==> src/rtl/mips_bus_arbiter.sv <==
// Two-master Avalon-MM arbiter in front of the single memory slave; ownership parks on the last master.
// Define ARB_LOCK_EN to honour mX_lock with a MAX_HOLD-bounded hold counter.
module mips_bus_arbiter #(
  parameter int MAX_HOLD = 4
) (
  input  logic        clk,
  input  logic        reset,
  input  logic [31:0] m0_address,
  input  logic        m0_read,
  input  logic        m0_write,
  input  logic [31:0] m0_writedata,
  input  logic [3:0]  m0_byteenable,
  input  logic        m0_lock,
  output logic        m0_waitrequest,
  output logic [31:0] m0_readdata,
  input  logic [31:0] m1_address,
  input  logic        m1_read,
  input  logic        m1_write,
  input  logic [31:0] m1_writedata,
  input  logic [3:0]  m1_byteenable,
  input  logic        m1_lock,
  output logic        m1_waitrequest,
  output logic [31:0] m1_readdata,
  output logic [31:0] s_address,
  output logic        s_read,
  output logic        s_write,
  output logic [31:0] s_writedata,
  output logic [3:0]  s_byteenable,
  input  logic        s_waitrequest,
  input  logic [31:0] s_readdata,
  output logic [1:0]  owner
);

  // State encoding doubles as the one-hot owner output.
  typedef enum logic [1:0] {IDLE = 2'b00, OWN0 = 2'b01, OWN1 = 2'b10} state_t;

  state_t state_q, state_d;
  logic   req0, req1, cur_req, oth_req, in_progress, completion, lock_hold;

  assign req0        = m0_read | m0_write;
  assign req1        = m1_read | m1_write;
  assign owner       = state_q;
  assign m0_readdata = s_readdata;
  assign m1_readdata = s_readdata;

  always_comb begin
    s_address      = '0;
    s_read         = 1'b0;
    s_write        = 1'b0;
    s_writedata    = '0;
    s_byteenable   = '0;
    m0_waitrequest = 1'b1;
    m1_waitrequest = 1'b1;
    case (state_q)
      OWN0: begin
        s_address      = m0_address;
        s_read         = m0_read;
        s_write        = m0_write;
        s_writedata    = m0_writedata;
        s_byteenable   = m0_byteenable;
        m0_waitrequest = s_waitrequest;
      end
      OWN1: begin
        s_address      = m1_address;
        s_read         = m1_read;
        s_write        = m1_write;
        s_writedata    = m1_writedata;
        s_byteenable   = m1_byteenable;
        m1_waitrequest = s_waitrequest;
      end
      default: ;
    endcase
  end

  always_comb begin
    cur_req = 1'b0;
    oth_req = 1'b0;
    case (state_q)
      OWN0:    begin cur_req = req0; oth_req = req1; end
      OWN1:    begin cur_req = req1; oth_req = req0; end
      default: ;
    endcase
  end

  assign in_progress = cur_req & s_waitrequest;
  assign completion  = cur_req & ~s_waitrequest;

`ifdef ARB_LOCK_EN
  localparam int HW = $clog2(MAX_HOLD + 1);

  logic [HW-1:0] hold_cnt_q, hold_cnt_d, hold_upd;
  logic          cur_lock;

  always_comb begin
    cur_lock = 1'b0;
    case (state_q)
      OWN0:    cur_lock = m0_lock;
      OWN1:    cur_lock = m1_lock;
      default: ;
    endcase
  end

  // Lock decision uses the count including this cycle's completion.
  always_comb begin
    hold_upd = hold_cnt_q;
    if (completion && hold_cnt_q != HW'(MAX_HOLD))
      hold_upd = hold_cnt_q + 1'b1;
  end

  assign lock_hold  = cur_lock && (hold_upd < HW'(MAX_HOLD));
  assign hold_cnt_d = (state_d != state_q) ? '0 : hold_upd;

  always_ff @(posedge clk) begin
    if (reset) hold_cnt_q <= '0;
    else       hold_cnt_q <= hold_cnt_d;
  end
`else
  localparam int unused_max_hold = MAX_HOLD;
  logic unused_lock;
  assign unused_lock = m0_lock ^ m1_lock;
  assign lock_hold   = 1'b0;
`endif

  // Ownership only moves at a boundary; an in-progress transfer is never abandoned.
  always_comb begin
    state_d = state_q;
    case (state_q)
      IDLE: begin
        if (req0)      state_d = OWN0;
        else if (req1) state_d = OWN1;
      end
      OWN0:    if (!in_progress && oth_req && !lock_hold) state_d = OWN1;
      OWN1:    if (!in_progress && oth_req && !lock_hold) state_d = OWN0;
      default: state_d = IDLE;
    endcase
  end

  always_ff @(posedge clk) begin
    if (reset) state_q <= IDLE;
    else       state_q <= state_d;
  end

endmodule

==> config.mk <==
export PLATFORM = sky130hd
export DESIGN_NAME = mips_bus_arbiter
export DESIGN_NICKNAME = d
export VERILOG_FILES = /design/src/rtl/mips_bus_arbiter.sv
export SDC_FILE = /design/constraint.sdc
export NUM_CORES = 1
export LEC_CHECK = 0
export CELL_PAD_IN_SITES_DETAIL_PLACEMENT = 0
export CELL_PAD_IN_SITES_GLOBAL_PLACEMENT = 1
export CORE_ASPECT_RATIO = 0.7
export CORE_UTILIZATION = 13
export DETAILED_ROUTE_END_ITERATION = 7
export MAX_ROUTING_LAYER = met4
export PLACE_DENSITY_LB_ADDON = 0.1
export SYNTH_ARGS = -nofsm -noshare
export SYNTH_HDL_FRONTEND = slang
export SYNTH_SLANG_ARGS = --single-unit
==> constraint.sdc <==
create_clock -name clk -period 5.09 [get_ports clk]
set_input_delay 0.509 -clock clk [delete_from_list [all_inputs] [get_ports clk]]
set_output_delay 0.509 -clock clk [all_outputs]
set_load 0.01 [all_outputs]
==> reports/summary.md <==
The logs give 4.58 ns for the required time at the worst-slack endpoint and 1780 um2 for the synthesized area. The number of buffers and inverters on the critical path is 3. The max-cap violation count is 0, and the count of final max-slew check failures is 0. The register with the most flip-flops in the layout has 2 of them. The number of buffers created by CTS is 3, and the setup clock skew after layout is 0.00189 ns. The number of routed nets with antenna violations is 0, and the placer's final routability congestion estimate is 0.719. The starting density of the core is 13.4%. Traced cell by cell, the critical path runs through inv_1 > ha_2 > buf_4 > a22oi_1 > nor2b_1 > clkdlybuf4s50_1.

The detailed placer's ending HPWL is 6290 um. Clock edge transition at the registers on the reported setup and hold paths: 0.03 ns. STA classifies the critical path endpoint as an output pin.

The remaining max-slew budget at the tightest pin was 26.2%. For this design the ratio of total power to cell area is 389 nW/um2. The post-route netlist has 2.30% of its cells at a drive strength greater than 1.

The run gives 2 as the number of buffers on the longest clock path. The core utilization of the finished layout was 27.9%; the number of storage elements in the synthesis netlist was 2. Compared with the post-synthesis result, the final layout area differs by 108%.

In this run, the number of DRC markers left after iteration 0 of detailed routing was 57. After detailed routing, the average wire length per cell comes to 14.7 um. Sequential elements use 2.25% of the synthesized area.

The total overflow left after global routing is 0. The die covers 14,200 um2. For the CTS H-tree depth, the log shows 1. Of the available clock period, the critical path in the final layout requires 65.3%.

The number of hold-slack violations in the final timing report was 0; the peak ir drop on the vdd network was 0.237 mV. Leaving out fill and tap cells, the most frequent cell in the layout is clkdlybuf4s50_1. Setup repair after global routing left no endpoint under its margin.

Buffers inserted to repair hold after CTS numbered 0. The setup total negative slack came out at 0 ns. The standard cell with the maximum stage delay on the critical path is buf_4. The run gives 257 as the number of instances in the synthesized netlist. Before CTS, the worst setup slack after placement is 1.89 ns.

For this run, the detailed router's first-pass iteration total came to 4. The kind of critical path was flip-flop to output pin. The number of input and output port buffers inserted came out at 216. Delay of the slowest cell on the worst path: 0.57 ns.

Family with the most delay on the worst path: buffers and inverters. The top achievable clock speed is 301 MHz, and the count of clock tree sinks is 2. Dividing the detail-routed via count by the number of cells gives 4.02. Number of warning messages in the yosys log: 0.

The top cell types in the final layout, fill and taps aside, are clkdlybuf4s50_1, a22oi_1, nor2b_1. A synthesized cell averages 6.94 um2. Across every metal layer, demand over resource in global routing totals 11.3%.

The number of endpoints failing setup at the final stage is 0. The logs give 2.36 ns for the reg2reg setup slack and 574 for the number of nets in the finished design. The layout has 1,451 filler cells.

The met2 usage in global routing was 20.3%. For this block, the routed nets add up to 8450 um of wire. For this run, global-route usage on met3 was measured as 1.57%.

The first global-routing pass estimated 12,400 um of wire. STA classifies the critical path startpoint as a flip-flop. The die extent in y was 100 um. The run gives 0 as the DRC violation count after routing.

Once the clock tree was built, the resizer swapped 0 gates to a different size. The tools report the buffer cell driving the clock tree root as clkbuf_16. Entering global routing, the biggest net connects 73 pins.

Data arrives at the worst endpoint at 2.82 ns. Once the clock tree was built, the setup fixing pass inserted 0 buffers. The total area inside the core boundary comes to 13,300 um2. The via count of the first global-routing pass was 2,391; the count of antenna diodes in the layout was 0. The boundary pin count was 315. Along the worst path, the maximum fanout reaches 49. The final period demand of the worst path works out to 3.33 ns. Slack of the critical path: 1.76 ns. The die width was 142 um. TritonCTS built the clock tree. The type of the most critical hold path is flip-flop to flip-flop.

The tools report the number of library cell types mapped by synthesis as 20. The met1 usage came out at 13.8%. The run finished with clean final reports. The initial antenna violation count was 0. Static leakage: 1.17 nW.

Row generation in the floorplan step produced 35 rows. The clock network latency to the later pin of the worst-skew pair was 0.22 ns. The highest-utilization routing layer at the global route stage was met2. Counting every net in the synthesized netlist gives 438. The tools report the detailed-route via count as 2,315. The transition at the pin with the smallest max-transition slack works out to 1.11 ns.
## area by class of cell
class,count,area (um2),share of cell area [%]
Multi-Input combinational cell,165,1160,31.4
Inverter,2,7.51,0.203
Tap cell,185,231,6.25
Sequential cell,2,40.0,1.08
Clock buffer,3,75.1,2.03
Timing Repair Buffer,219,2180,59.0
## layer usage
layer / share of wire (%) / routed length, um
met2: 48 / 4080
met5: 0 / 0
met3: 6.0 / 509
met1: 45 / 3820
met4: 0.51 / 43
## metrics by stage
step,hold WS [ns],total power [mW],std cells,instance area [um2]
floorplan,0.588,0.791,257,1780
global placement,0.648,1.35,573,3630
detailed placement,0.653,1.36,573,3630
CTS,0.660,1.47,576,3700
global route,0.711,1.57,576,3700
finish,0.651,1.44,576,3700
## path summary, 6_finish.rpt
| path | cells after the start | startpoint | end |
|---|---|---|---|
| max | 6 | owner[1]$_SDFFE_PP0P_ | s_writedata[0] |
| min | 2 | owner[1]$_SDFFE_PP0P_ | owner[1]$_SDFFE_PP0P_ |
| max reg2reg | 6 | owner[0]$_SDFFE_PP0P_ | owner[1]$_SDFFE_PP0P_ |
| min reg2reg | 2 | owner[1]$_SDFFE_PP0P_ | owner[1]$_SDFFE_PP0P_ |
## kinds of logic (layout without fill, tap and decap cells)
logic type | count (synthesis) | count (layout) | share of synthesized area, %
buffers and inverters | 90 | 224 | 32.9
AOI/OAI and AO/OA | 82 | 82 | 34.9
DFF | 2 | 2 | 2.25
adders and majority gates | 4 | 4 | 2.81
and+or+nand+nor | 79 | 79 | 27.1
## Yosys cell counts
cell type	n	area, um2
a22oi_1	70	526
nor2b_1	70	438
buf_4	64	480
clkbuf_1	17	63.8
buf_2	7	35.0
ha_1	4	50.1
nand2_1	3	11.3
o211a_1	3	30.0
a221oi_1	2	17.5
dfxtp_1	2	40.0
inv_1	2	7.51
nand2b_1	2	12.5
nor2_1	2	7.51
o211ai_1	2	15.0
o21ai_0	2	10.0
a21oi_1	1	5.00
nor3b_1	1	7.51
o221a_1	1	11.3
o221ai_1	1	8.76
or2_1	1	6.26
## power by group
part	total (mW)	switching (mW)	internal (mW)
Combinational	1.29	0.603	0.686
Clock	0.116	0.0159	0.0998
Sequential	0.0338	0.0105	0.0233
## tightest hold or removal path, stage by stage (launching register included)
cell and delay, ns:
dfxtp_1 0.32, inv_1 0.16, a221oi_1 0.11
Power figures use the tool's default switching activity.
